**config.mk**
```make
export PLATFORM = sky130hd
export DESIGN_NAME = width_gearbox
export DESIGN_NICKNAME = d
export VERILOG_FILES = /design/src/rtl/gearbox_pkg.sv /design/src/rtl/gearbox_buf.sv /design/src/rtl/width_gearbox.sv
export SDC_FILE = /design/constraint.sdc
export NUM_CORES = 1
export LEC_CHECK = 0
export CAP_MARGIN = 25
export CORE_MARGIN = 3
export CORE_UTILIZATION = 35
export DETAILED_ROUTE_END_ITERATION = 10
export GPL_TIMING_DRIVEN = 0
export HOLD_SLACK_MARGIN = 0.03
export PLACE_DENSITY = 0.62
export SKIP_LAST_GASP = 1
export SYNTH_ARGS = -nofsm -noshare
export SYNTH_HDL_FRONTEND = slang
export SYNTH_SLANG_ARGS = --single-unit
```
**constraint.sdc**
```tcl
create_clock -name clk -period 3.7 [get_ports clk]
set_input_delay 0.74 -clock clk [delete_from_list [all_inputs] [get_ports clk]]
set_output_delay 0.74 -clock clk [all_outputs]
set_load 0.1 [all_outputs]
```
**src/rtl/gearbox_pkg.sv**
```systemverilog
// Shared types and helpers for the width gearbox.
package gearbox_pkg;

  typedef enum logic {
    FILL  = 1'b0,
    DRAIN = 1'b1
  } state_e;

  // Width of a counter that must represent every value 0..buf_w inclusive.
  function automatic int cnt_w(input int buf_w);
    return $clog2(buf_w + 1);
  endfunction

endpackage

```
**src/rtl/gearbox_buf.sv**
```systemverilog
// Left-aligned bit buffer for the gearbox. It appends an input beat just
// below the valid bits, exposes the top OUT_W bits of the combined buffer,
// and shifts the remainder up to the MSB when a word is taken.
module gearbox_buf
  import gearbox_pkg::*;
#(
  parameter int IN_W  = 8,
  parameter int OUT_W = 12,
  localparam int BUF_W = IN_W + OUT_W,
  localparam int CW    = cnt_w(BUF_W)
) (
  input  logic             clk,
  input  logic             rst,
  input  logic             push_i,   // append data_i this cycle (only when cnt_o <= OUT_W)
  input  logic [IN_W-1:0]  data_i,
  input  logic             pop_i,    // remove top OUT_W bits of the combined buffer
  input  logic             clear_i,  // discard everything (after the padded final word)
  output logic [CW-1:0]    cnt_o,    // registered fill count
  output logic [CW-1:0]    n_o,      // fill count including this cycle's beat
  output logic [OUT_W-1:0] top_o     // top OUT_W bits of the combined buffer
);

  localparam logic [CW-1:0] IN_WC  = CW'(IN_W);
  localparam logic [CW-1:0] OUT_WC = CW'(OUT_W);

  logic [BUF_W-1:0] buf_q, buf_d, comb_buf;
  logic [CW-1:0]    cnt_q, cnt_d, n;

  // Combined buffer: old bits plus the accepted beat placed right below them.
  // Bits below the fill count are always zero, so OR-ing is enough, and a
  // short final word comes out already zero-padded.
  always_comb begin
    comb_buf = buf_q;
    n        = cnt_q;
    if (push_i) begin
      comb_buf = buf_q | ({data_i, {OUT_W{1'b0}}} >> cnt_q);
      n        = cnt_q + IN_WC;
    end
  end

  // Next buffer contents: clear, take a word off the top, or just keep the append.
  always_comb begin
    buf_d = comb_buf;
    cnt_d = n;
    if (clear_i) begin
      buf_d = '0;
      cnt_d = '0;
    end else if (pop_i) begin
      buf_d = comb_buf << OUT_W;
      cnt_d = n - OUT_WC;
    end
  end

  // Buffer and fill-count registers.
  always_ff @(posedge clk or posedge rst) begin
    if (rst) begin
      buf_q <= '0;
      cnt_q <= '0;
    end else begin
      buf_q <= buf_d;
      cnt_q <= cnt_d;
    end
  end

  assign cnt_o = cnt_q;
  assign n_o   = n;
  assign top_o = comb_buf[BUF_W-1 -: OUT_W];

endmodule

```
**src/rtl/width_gearbox.sv**
```systemverilog
// Repacks IN_W-bit beats into OUT_W-bit words, MSB first, with valid/ready
// on both sides, packet framing via last, and a zero-padded final word.
module width_gearbox
  import gearbox_pkg::*;
#(
  parameter int IN_W  = 8,
  parameter int OUT_W = 12
) (
  input  logic             clk,
  input  logic             rst,
  input  logic             valid_in,
  output logic             ready_in,
  input  logic [IN_W-1:0]  data_in,
  input  logic             last_in,
  output logic             valid_out,
  input  logic             ready_out,
  output logic [OUT_W-1:0] data_out,
  output logic             last_out
);

  localparam int BUF_W = IN_W + OUT_W;
  localparam int CW    = cnt_w(BUF_W);
  localparam logic [CW-1:0] OUT_WC = CW'(OUT_W);

  state_e           state_q, state_d;
  logic             valid_q, valid_d;
  logic             last_q, last_d;
  logic [OUT_W-1:0] data_q, data_d;

  logic             accept, slot_free, full, pop, clear;
  logic [CW-1:0]    cnt, n;
  logic [OUT_W-1:0] top;

  // Registers only (plus reset), so no combinational path from valid_in/ready_out.
  // Accepting only while cnt <= OUT_W guarantees the beat always fits.
  assign ready_in  = !rst && (state_q == FILL) && (cnt <= OUT_WC);
  assign accept    = valid_in && ready_in;
  assign slot_free = !valid_q || ready_out;
  assign full      = (n >= OUT_WC);

  gearbox_buf #(
    .IN_W (IN_W),
    .OUT_W(OUT_W)
  ) u_buf (
    .clk    (clk),
    .rst    (rst),
    .push_i (accept),
    .data_i (data_in),
    .pop_i  (pop),
    .clear_i(clear),
    .cnt_o  (cnt),
    .n_o    (n),
    .top_o  (top)
  );

  // Next-state, pop decision and output-register update.
  always_comb begin
    state_d = state_q;
    valid_d = valid_q;
    last_d  = last_q;
    data_d  = data_q;
    pop     = 1'b0;
    clear   = 1'b0;

    if (slot_free) begin
      valid_d = 1'b0;
      last_d  = 1'b0;
      if (full) begin
        pop     = 1'b1;
        valid_d = 1'b1;
        data_d  = top;
      end
    end

    unique case (state_q)
      FILL: begin
        if (accept && last_in) begin
          // A packet ending exactly on a word boundary closes in this very pop.
          if (pop && (n == OUT_WC)) begin
            last_d = 1'b1;
          end else begin
            state_d = DRAIN;
          end
        end
      end
      DRAIN: begin
        if (slot_free) begin
          if (full) begin
            if (n == OUT_WC) begin
              last_d  = 1'b1;
              state_d = FILL;
            end
          end else if (n != '0) begin
            // Short tail: top bits are already zero below the fill count.
            clear   = 1'b1;
            valid_d = 1'b1;
            data_d  = top;
            last_d  = 1'b1;
            state_d = FILL;
          end else begin
            state_d = FILL;
          end
        end
      end
      default: state_d = FILL;
    endcase
  end

  // State and registered output word.
  always_ff @(posedge clk or posedge rst) begin
    if (rst) begin
      state_q <= FILL;
      valid_q <= 1'b0;
      last_q  <= 1'b0;
      data_q  <= '0;
    end else begin
      state_q <= state_d;
      valid_q <= valid_d;
      last_q  <= last_d;
      data_q  <= data_d;
    end
  end

  assign valid_out = valid_q;
  assign data_out  = data_q;
  assign last_out  = last_q;

endmodule

```
After elaboration in Yosys (flattened, before gate mapping)
Index checks and enable logic that the tools add are counted.
{"block": "totals", "register_bits": 40, "in_bits": 13, "out_inout_bits": 15, "wordCells": 60}
{"block": "op_classes", "add_sub_neg": 2, "magnitude_cmp": 2, "eq_ne": 1, "shifts": 1, "muxes": 37, "bitwise_logic": 2, "n_reduce_logical": 9}
{"cell": "$mux W12", "n": 6}
{"cell": "$mux W20", "n": 3}
{"cell": "$mux W1", "n": 23}
{"cell": "$or A20 B20 Y20", "n": 1}
{"cell": "$shr A20 B5 Y20", "n": 1}
{"cell": "$mux W5", "n": 3}
{"cell": "$add A5 B4 Y5 const B", "n": 1}
{"cell": "$eq A5 B4 Y1 const B", "n": 1}
{"cell": "$ge A5 B4 Y1 const B", "n": 1}
{"cell": "$le A5 B4 Y1 const B", "n": 1}
{"cell": "$logic_and A1 B1 Y1", "n": 5}
{"cell": "$reduce_bool A5 Y1", "n": 1}
{"cell": "$sub A5 B4 Y5 const B", "n": 1}
{"cell": "$pmux W1 S2", "n": 2}
{"cell": "$logic_not A1 Y1", "n": 2}
{"cell": "$logic_or A1 B1 Y1", "n": 1}
{"cell": "$not A1 Y1", "n": 1}

Longest topological paths before layout
Gate-level depths: netlist of the first run.
{"block": "depth", "ltp_word": 12, "ltp_mapped": 13, "mapped_depth_nobuf": 10}

Cells and area by module
Synthesis of the first run repeated with hierarchy kept, for this count alone.
{"block": "hier_totals", "hier_cells": 201, "hier_area_um2": 2190.9}
{"mod": "gearbox_buf", "n_inst": 1, "cells_per_inst": 144, "area_per_inst_um2": 1447.6, "seq_area_each_um2": 575.6}
{"mod": "width_gearbox", "n_inst": 1, "cells_per_inst": 57, "area_per_inst_um2": 743.2, "seq_area_each_um2": 375.4}

Least setup slack after synthesis of the first run
OpenSTA, ideal clock, no wires.
{"block": "synth_path", "path_kind": "register -> output", "from": "register u_buf.cnt_q[4], in the netlist u_buf.cnt_o[4]", "to": "output port ready_in", "arrival_ns": 4.034, "t_required_ns": 2.960, "setup_slack_ns": -1.074, "path_stages_with_launch": 7, "n_path_buf": 2, "path_cell_list": "dfrtp_1 -> clkbuf_1 -> inv_1 -> ha_1 -> and3b_1 -> clkbuf_1 -> nor4_1"}
{"block": "synth_via", "elab_chain_cells": 2}
{"item": "from (decl)", "line_no": "gearbox_buf.sv:27", "text": "logic [CW-1:0] cnt_q, cnt_d, n;"}
{"item": "from (signal assigned)", "line_no": "gearbox_buf.sv:61", "text": "cnt_q <= cnt_d;"}
{"item": "$le A5 B4 Y1", "line_no": "width_gearbox.sv:36", "text": "assign ready_in = !rst && (state_q == FILL) && (cnt <= OUT_WC);"}
{"item": "$logic_and A1 B1 Y1", "line_no": "width_gearbox.sv:36"}
{"item": "to (decl)", "line_no": "width_gearbox.sv:12", "text": "output logic ready_in,"}
No other way between the ends.

Worst setup path in the final report of the first run
{"block": "layout_path", "from": "register u_buf.cnt_q[4], in the netlist u_buf.cnt_o[4]", "to": "register data_q[6], in the netlist data_out[6]"}
{"block": "layout_via", "elab_chain_cells": 11, "word_cells_on_any_way": 16, "classes_between": "1 x add/sub; 2 x order compare; 1 x shift; 8 x mux; 1 x bitwise; 3 x reduce/logical"}
{"item": "$le A5 B4 Y1", "line_no": "width_gearbox.sv:36"}
{"item": "$logic_and A1 B1 Y1", "line_no": "width_gearbox.sv:36"}
{"item": "$logic_and A1 B1 Y1", "line_no": "width_gearbox.sv:37", "text": "assign accept = valid_in && ready_in;"}
{"item": "$mux W5", "line_no": "gearbox_buf.sv:35", "text": "if (push_i) begin"}
{"item": "$ge A5 B4 Y1", "line_no": "width_gearbox.sv:39", "text": "assign full = (n >= OUT_WC);"}
{"item": "$mux W12", "line_no": "width_gearbox.sv:68", "text": "if (full) begin"}
{"item": "$mux W12", "line_no": "width_gearbox.sv:65", "text": "if (slot_free) begin"}
{"item": "$mux W12", "line_no": "width_gearbox.sv:93", "text": "end else if (n != '0) begin"}
{"item": "$mux W12", "line_no": "width_gearbox.sv:88", "text": "if (full) begin"}
{"item": "$mux W12", "line_no": "width_gearbox.sv:87", "text": "if (slot_free) begin"}
{"item": "$mux W12 (*)", "line_no": "width_gearbox.sv:75", "text": "unique case (state_q)"}
{"item": "net data_d[6]", "line_no": "width_gearbox.sv:28", "text": "logic [OUT_W-1:0] data_q, data_d;"}
{"item": "to (signal assigned)", "line_no": "width_gearbox.sv:120", "text": "data_q <= data_d;"}
{"item": "to (decl)", "line_no": "width_gearbox.sv:28"}
Mark *: on every way through the listed nets, which the timed path passes. The rest lies on a longest branch.

==> reports/metrics.cfg, run 1 <==
[job]
max-cap-violations = 0

[status]
run_status = completed

[cts]
clock_tree.root_cell = sky130_fd_sc_hd__clkbuf_8
cts.sink_count = 38
tritoncts_clock_tree = yes
number_of_buffers_created_by_cts = 5
worst_setup_hold_path_clk_slew_ns = 0.08
clock_latency_ns = 0.29
post-cts-setup-buffer-count = 0
post_cts_hold_buffer_count = 0
largest_buffer_count_on_any_clock_path = 2
number_of_h_tree_branching_levels = 2

[final_layout]
layout-area-overhead-vs-synth_pct = 20.9
finish.net_count = 269
insertedDiodeCount = 0
final.fill_count = 543
final_cell_area_mm2 = 0.00259
final_layout_size_suffix_gt1_share_pct = 11.2

[floorplanning]
floorplan.die.width_um = 84.3
num_io_pins = 28
core_area_mm2 = 0.00571
chipHeight_um = 84.3
placement_rows = 27
design.die.area_mm2 = 0.00710
floorplan.initialDensity_pct = 37.6

[grt]
first_pass_grt_wire_length_um = 8890
grt_start_max_net_pins = 39
globalRouteTotalUtil_pct = 15.4
grt_antenna_before_repair = 0
grt_overflow = 0
grt_pass1_vias = 1777

[timing]
worst_pin_slew_ns = 0.971
slew_limit_fails = 0
setup_repair_after_global_routing_missed_its_margin = yes
hold_viol_final = 0
setup_violations = 0
slew-limit-headroom_pct = 35.1
final.setup.worst_slack_ns = 0.195
post-route-min-period_ns = 3.51
final.period_utilization_pct = 94.7
max_freq_mhz = 285
skew_ns = 0.00416

[worst_hold_path]
hold_class = reg -> reg

[synth]
synth_top_area_share_pct = 44.3
synth_fp_nets = 235
mappedNetlistArea_mm2 = 0.00214
synth.most_common_cell = sky130_fd_sc_hd__dfrtp_1
post_synth_num_cell_types = 47
synth.largest_area_cell = sky130_fd_sc_hd__dfrtp_1
synth_seq_cells = 38
synth_sequential_area_ratio_pct = 44.3
ys_warn_count = 0
synth_enable_flop_cells = 0
synthTopCellsByArea = sky130_fd_sc_hd__dfrtp_1 44%, sky130_fd_sc_hd__mux2i_1 6.1%, sky130_fd_sc_hd__a21oi_1 5.6%
postSynthCellCount = 217
syn-mean-instance-area_um2 = 9.88
synthArstFlopShare_pct = 100
ys_dominant_reg_cell = sky130_fd_sc_hd__dfrtp_1
post_synth_most_frequent_cells = 38 x sky130_fd_sc_hd__dfrtp_1, 24 x sky130_fd_sc_hd__a21oi_1, 24 x sky130_fd_sc_hd__nor2_1, 21 x sky130_fd_sc_hd__inv_1, 13 x sky130_fd_sc_hd__mux2i_1

[worst_setup_path]
criticalPathCategory = reg -> reg
required_ns = 3.88
worst-endpoint-arrival_ns = 3.68
timing.critical_path.from_type = register
crit_fanout = 10
end_kind = register

[placement]
pre_cts_ws_ns = -0.210
place.port_buffers = 27
total_cell_area_at_the_placement_stage_mm2 = 0.00251
hpwlAfterDp_um = 3850
gp_congestion = 0.898

[route]
antenna_left = 0
drt_pre_antenna_iters = 4
drc = 0
routed_via_density = 5.51
detailedRoute.firstIterationViolations = 157
detailroute.via_count = 1780
wl_um = 5250
wl_per_instance_um = 16.3

==> cell usage in the layout, fill, tap and decap left out, types with 2 or more instances in the layout <==
master	instances
sky130_fd_sc_hd__clkbuf_8	5
sky130_fd_sc_hd__a22o_1	4
sky130_fd_sc_hd__nor2_1	24
sky130_fd_sc_hd__or3_1	3
sky130_fd_sc_hd__o31ai_1	5
sky130_fd_sc_hd__a2111oi_0	6
sky130_fd_sc_hd__mux2_2	5
sky130_fd_sc_hd__a21oi_1	24
sky130_fd_sc_hd__nand2_1	6
sky130_fd_sc_hd__dfrtp_1	38
sky130_fd_sc_hd__o311ai_1	4
sky130_fd_sc_hd__o311ai_0	3
sky130_fd_sc_hd__clkbuf_1	4
sky130_fd_sc_hd__o21ai_0	2
sky130_fd_sc_hd__nand2b_1	2
sky130_fd_sc_hd__o31a_1	2
sky130_fd_sc_hd__inv_1	20
sky130_fd_sc_hd__nor3b_1	3
sky130_fd_sc_hd__nor2b_1	4
sky130_fd_sc_hd__a311oi_1	4
sky130_fd_sc_hd__clkdlybuf4s50_1	26
sky130_fd_sc_hd__buf_2	4
sky130_fd_sc_hd__mux2i_1	13
sky130_fd_sc_hd__a211oi_1	4
sky130_fd_sc_hd__nor3_1	2
sky130_fd_sc_hd__buf_6	4
sky130_fd_sc_hd__ha_1	5
==> critical path: stages (launching register included) <==
cell and delay, ns:
sky130_fd_sc_hd__dfrtp_1 0.43, sky130_fd_sc_hd__clkbuf_1 0.37, sky130_fd_sc_hd__inv_1 0.12, sky130_fd_sc_hd__ha_1 0.23, sky130_fd_sc_hd__a21o_1 0.29, sky130_fd_sc_hd__mux2i_1 0.31, sky130_fd_sc_hd__ha_1 0.24, sky130_fd_sc_hd__ha_1 0.26
sky130_fd_sc_hd__nor2_1 0.08, sky130_fd_sc_hd__a211o_1 0.30, sky130_fd_sc_hd__o31a_1 0.31, sky130_fd_sc_hd__buf_6 0.18, sky130_fd_sc_hd__mux2_2 0.27
==> cell type report <==
cell class | count | area [um2] | area share [%]
buffer | 12 | 80.1 | 3.09
clock buffer | 6 | 72.6 | 2.80
clock inverter | 1 | 7.51 | 0.290
inverter | 21 | 78.8 | 3.04
timing repair buffer | 27 | 265 | 10.2
tap | 72 | 90.1 | 3.47
multi-input combinational | 146 | 1050 | 40.4
sequential | 38 | 951 | 36.7
==> path summary, 6_finish.rpt <==
check	start	slack (ns)	endpoint	depth (start not counted)
worst max register to register	u_buf.cnt_o[4]	0.19	data_out[6]	12
worst max-delay path	u_buf.cnt_o[4]	0.19	data_out[6]	12
worst min register to register	u_buf.buf_q[10]	0.49	u_buf.buf_q[10]	2
worst min-delay path	u_buf.buf_q[10]	0.49	u_buf.buf_q[10]	2
min in group asynchronous	rst	1.09	last_out	2
max in group asynchronous	rst	2.10	state_q	2
==> cells by family (layout without fill, tap and decap cells) <==
kind of cell	count (synthesis)	count (layout)	synth area share [%]
AO/OA/AOI/OAI	68	68	22.8
AND/OR/NAND/NOR	54	54	13.2
flip-flops	38	38	44.3
buffers and inverters	33	67	7.41
multiplexers	19	19	9.33
adder cells (fa/ha/maj)	5	5	2.92
==> state kept, by name, indices dropped and copies added (netlist names) <==
signal,count
last_out,1
data_out,12
u_buf.buf_q,20
state_q,1
valid_out,1
u_buf.cnt_o,3
==> per-layer routing <==
layer	vias to the layer above	wire length [um]	share of wire [%]	GRT usage [%]
met3	9	224	4.3	2.85
li1	865	-	-	-
met5	-	0	0	0
met1	858	2520	48	22.5
met4	0	92	1.8	5.70
met2	48	2420	46	22.6
==> repair_timing <==
action,in CTS,in global routing
endpoints found under the setup margin,1,3
resized for setup,1,4
hold endpoints to repair,0,0
==> metrics by stage <==
step,utilization [%],hold slack [ns],TNS (ns),cells
floorplan,-,0.449,0,217
global placement,44.0,0.463,-1.31,316
detailed placement,44.0,0.468,-1.07,316
CTS,45.4,0.485,0,323
global route,45.4,0.518,-0.00271,323
finish,45.4,0.486,0,323
Power of run 1 is left out: the tool's default activity adds up to more than one toggle a clock period on the data nets, which glitch-free logic cannot reach.
==> run 2: changes to the inputs <==
CORE_MARGIN = default   (was 3)
CORE_UTILIZATION = 49   (was 35)
PLACE_DENSITY = 0.79   (was 0.62)
==> reports/metrics.cfg, run 2 (same netlist as run 1, synthesis figures left out) <==
[grt]
grt_overflow = 0
grt_pass1_vias = 1831
grt_start_max_net_pins = 39
first_pass_grt_wire_length_um = 8660
grt_antenna_before_repair = 0
globalRouteTotalUtil_pct = 25.5

[final_layout]
final_cell_area_mm2 = 0.00258
final.fill_count = 349
final_core_util_pct = 63.1
most-common-layout-cells = 38 x sky130_fd_sc_hd__dfrtp_1, 26 x sky130_fd_sc_hd__clkdlybuf4s50_1, 24 x sky130_fd_sc_hd__a21oi_1, 24 x sky130_fd_sc_hd__nor2_1, 20 x sky130_fd_sc_hd__inv_1
layout-area-overhead-vs-synth_pct = 20.2
multi_input_comb_area_mm2 = 0.00104
finish.net_count = 269
top_register = u_buf.buf_q
largest_reg_flops = 20
final_layout_size_suffix_gt1_share_pct = 11.1
layout_commonest_cell = sky130_fd_sc_hd__dfrtp_1
insertedDiodeCount = 0
layout.area.seq_um2 = 951

[route]
drc = 0
detailedRoute.firstIterationViolations = 180
drt_pre_antenna_iters = 4
routed_via_density = 6.17
wl_per_instance_um = 17.1
detailroute.via_count = 1863
wl_um = 5170
antenna_left = 0

[cts]
worst_setup_hold_path_clk_slew_ns = 0.08
number_of_h_tree_branching_levels = 2
largest_buffer_count_on_any_clock_path = 2
cts.sink_count = 38
tritoncts_clock_tree = yes
number_of_buffers_created_by_cts = 5
clock_tree.root_cell = sky130_fd_sc_hd__clkbuf_8
post_cts_hold_buffer_count = 0
clock_latency_ns = 0.29

[timing]
slew-limit-headroom_pct = 35.1
hold_viol_final = 0
skew_ns = 0.0101
slew_limit_fails = 0
max_freq_mhz = 277
post-route-min-period_ns = 3.60
setup_violations = 0
worst_pin_slew_ns = 0.970
final.period_utilization_pct = 97.4
setup_repair_after_global_routing_missed_its_margin = yes

[floorplanning]
floorplan.initialDensity_pct = 52.5
floorplan.die.width_um = 68.2
num_io_pins = 28
placement_rows = 23
core_area_mm2 = 0.00409
design.die.area_mm2 = 0.00465
chipHeight_um = 68.2

[placement]
gp_congestion = 0.931
total_cell_area_at_the_placement_stage_mm2 = 0.00248
hpwlAfterDp_um = 3660
place.port_buffers = 27

[worst_setup_path]
worst-endpoint-arrival_ns = 2.86
end_kind = output pin
required_ns = 2.96
criticalPathCategory = reg -> out
timing.critical_path.from_type = register
crit_fanout = 10

[status]
run_status = completed

[job]
max-cap-violations = 0

[worst_hold_path]
hold_class = reg -> reg

run 2: worst paths after layout:
path | startpoint | end | slack, ns | cells past startpoint
worst max-delay path | u_buf.cnt_o[4] | ready_in | 0.1 | 7
worst max register to register | u_buf.cnt_o[4] | data_out[6] | 0.20 | 12
min in group asynchronous | rst | state_q | 1.08 | 2
worst min-delay path | data_out[5] | data_out[5] | 0.50 | 1
worst min register to register | data_out[5] | data_out[5] | 0.50 | 1
max in group asynchronous | rst | u_buf.buf_q[0] | 2.10 | 2
run 2: worst max-delay path, cell delays in order, from the launching register on:
cell	delay, ns
sky130_fd_sc_hd__dfrtp_1	0.42
sky130_fd_sc_hd__clkbuf_1	0.39
sky130_fd_sc_hd__inv_1	0.11
sky130_fd_sc_hd__ha_1	0.23
sky130_fd_sc_hd__and3b_1	0.16
sky130_fd_sc_hd__clkbuf_1	0.20
sky130_fd_sc_hd__nor4_2	0.19
sky130_fd_sc_hd__clkdlybuf4s15_1	0.85
run 2: cell type report:
cell class	count	share of cell area (%)
plain buffers	12	3.11
clock buffers	6	3.20
clock inverters	2	0.485
inverters	21	3.06
multi-input cells	146	40.4
flip-flops and latches	38	36.9
well taps	50	2.43
repair buffers	27	10.5
run 2: metrics by stage:
| step | hold slack [ns] | setup WS, ns | setup TNS (ns) | std cells |
|---|---|---|---|---|
| 5_1_grt | 0.522 | -0.0235 | -0.0653 | 302 |
| 3_3_place_gp | 0.461 | -0.170 | -0.594 | 294 |
| 4_1_cts | 0.490 | 0.113 | 0 | 302 |
| 3_5_place_dp | 0.473 | -0.128 | -0.252 | 294 |
| 6_report | 0.503 | 0.0962 | 0 | 302 |
| 2_1_floorplan | 0.449 | 0.0872 | 0 | 217 |
run 2: repair_timing:
action | CTS | global route
setup endpoints to repair | 1 | 3
buffers inserted | 0 | 0
hold endpoints to repair | 0 | 0
gates resized for setup | 1 | 1
run 2: layer usage:
layer  track usage (%)  wire (um)  vias up
met5                 0          0        -
met4              9.38         72        0
met3              5.33        358        7
met2              39.2       2440       70
met1              35.3       2300      916
li1                  -          -      870
Power of run 2 is left out for the same reason.
==> run 3: changes to the inputs <==
CORE_ASPECT_RATIO = 1.5   (was default)
clock period = 4.6 ns   (was 3.7 ns; I/O delays follow)
==> reports/metrics.cfg, run 3 (same netlist as run 1, synthesis figures left out) <==
[timing]
setup_repair_after_global_routing_missed_its_margin = no
max_freq_mhz = 246
post-route-min-period_ns = 4.07
hold_viol_final = 0
final.period_utilization_pct = 88.4
finalSetupTns_ns = 0
slew_limit_fails = 0
setup_violations = 0
worst_pin_slew_ns = 0.971
skew_ns = 0.00768
slew-limit-headroom_pct = 35.0

[cts]
cts.sink_count = 38
clock_tree.root_cell = sky130_fd_sc_hd__clkbuf_8
post-cts-setup-buffer-count = 0
largest_buffer_count_on_any_clock_path = 2
number_of_buffers_created_by_cts = 5
clock_latency_ns = 0.29
number_of_h_tree_branching_levels = 2
cts_resized = 0
post_cts_hold_buffer_count = 0
worst_setup_hold_path_clk_slew_ns = 0.07
tritoncts_clock_tree = yes

[floorplanning]
floorplan.die.width_um = 56.0
core_area_mm2 = 0.00421
num_io_pins = 28
floorplan.initialDensity_pct = 51.0
chipHeight_um = 83.0
placement_rows = 29
design.die.area_mm2 = 0.00465

[final_layout]
final_core_util_pct = 60.9
top_register = u_buf.buf_q
layout-area-overhead-vs-synth_pct = 19.4
insertedDiodeCount = 0
layout_commonest_cell = sky130_fd_sc_hd__dfrtp_1
largest_reg_flops = 20
most-common-layout-cells = 38 x sky130_fd_sc_hd__dfrtp_1, 27 x sky130_fd_sc_hd__clkdlybuf4s50_1, 24 x sky130_fd_sc_hd__a21oi_1, 24 x sky130_fd_sc_hd__nor2_1, 20 x sky130_fd_sc_hd__inv_1
finish.net_count = 269
final_layout_size_suffix_gt1_share_pct = 10.4

[grt]
first_pass_grt_wire_length_um = 8850
grt_start_max_net_pins = 39
globalRouteTotalUtil_pct = 24.2
grt_antenna_before_repair = 0
grt_pass1_vias = 1818
grt_overflow = 0

[worst_setup_path]
category_of_cells_accounting_for_the_largest_share_of_critical_path_delay = buffers and inverters
rrSetupSlack_ns = 1.03
critical_path.reg2reg.startpoint = u_buf.cnt_o[4]
cp_slowest_stage_delay_ns = 1.16
crit-reg2reg-capture = data_out[6]
crit_fanout = 10
timing.critical_path.from_type = register
criticalPathCategory = reg -> out
path_cells = clkbuf_1 > inv_1 > ha_1 > and3b_1 > clkbuf_1 > nor4_2 > clkdlybuf4s50_1
most_frequent_cell_on_critical_path = sky130_fd_sc_hd__clkbuf_1
worst-endpoint-arrival_ns = 3.15
required_ns = 3.68
timing.critical_path.buf_inv = 4
ff2ff_path_depth = 12
end_kind = output pin
timing.critical_path.slowest_stage_cell = sky130_fd_sc_hd__clkdlybuf4s50_1

[status]
run_status = completed

[placement]
gp_congestion = 0.903
place.port_buffers = 27
hpwlAfterDp_um = 3880

[worst_hold_path]
start_point_of_the_worst_min_delay_path = u_buf.buf_q[8]
worst_hold_path.num_cells = 2
hold_class = reg -> reg
hold_end = u_buf.buf_q[8]

[route]
detailroute.via_count = 1889
routed_via_density = 6.38
routed-wl-met2_um = 2690
dr_wl_met3_um = 272
detailedRoute.firstIterationViolations = 85
routed.top_layer = met4
antenna_left = 0
wl_um = 5300
wl_per_instance_um = 17.9
drt_pre_antenna_iters = 5
drc = 0
detail_route.wirelength.met1_um = 2170

[job]
max-cap-violations = 0

==> run 3: changes by cell type in the layout (fill, tap and decap cells not counted) <==
cell / before / now
sky130_fd_sc_hd__clkinvlp_4: 1 / 0
sky130_fd_sc_hd__clkdlybuf4s50_1: 26 / 27
sky130_fd_sc_hd__clkdlybuf4s15_1: 1 / 0
sky130_fd_sc_hd__clkinv_2: 1 / 0
==> run 3: worst max-delay path by stage <==
| stage | slack, ns | cells past startpoint | from | end |
|---|---|---|---|---|
| floorplan | 0.81 | 6 | u_buf.cnt_o[4] | ready_in |
| global placement | 0.56 | 10 | rst | data_out[7] |
| detailed placement | 0.52 | 10 | rst | data_out[7] |
| CTS | 0.56 | 7 | u_buf.cnt_o[4] | ready_in |
| global route | 0.32 | 7 | u_buf.cnt_o[4] | ready_in |
| finish | 0.53 | 7 | u_buf.cnt_o[4] | ready_in |
==> run 3: cell type report <==
| cell class | count | area (um2) |
|---|---|---|
| plain buffers | 12 | 80.1 |
| clock buffers | 6 | 82.6 |
| fillers | 349 | 1650 |
| inverters | 21 | 78.8 |
| multi-input cells | 146 | 1040 |
| flip-flops and latches | 38 | 951 |
| well taps | 46 | 57.6 |
| repair buffers | 27 | 270 |
==> run 3: worst min-delay path: cells and delay by family, from the launching register on <==
| family | cells | cell delay [ns] |
|---|---|---|
| AND/OR/NAND/NOR | 1 | 0.08 |
| flip-flops | 1 | 0.32 |
| AO/OA/AOI/OAI | 1 | 0.05 |
==> run 3: metrics by stage <==
| stage | std cells | hold WS (ns) | area, um2 | setup WS (ns) |
|---|---|---|---|---|
| 2_1_floorplan | 217 | 0.449 | 2150 | 0.807 |
| 3_3_place_gp | 290 | 0.462 | 2480 | 0.556 |
| 3_5_place_dp | 290 | 0.474 | 2480 | 0.515 |
| 4_1_cts | 296 | 0.490 | 2560 | 0.564 |
| 5_1_grt | 296 | 0.500 | 2560 | 0.322 |
| 6_report | 296 | 0.488 | 2560 | 0.533 |
==> run 3: metal layers <==
layer | vias up | GRT usage, %
li1 | 860 | -
met1 | 923 | 30.9
met2 | 90 | 39.3
met3 | 16 | 3.58
met4 | 0 | 13.1
met5 | - | 0
Power of run 3 is left out for the same reason.
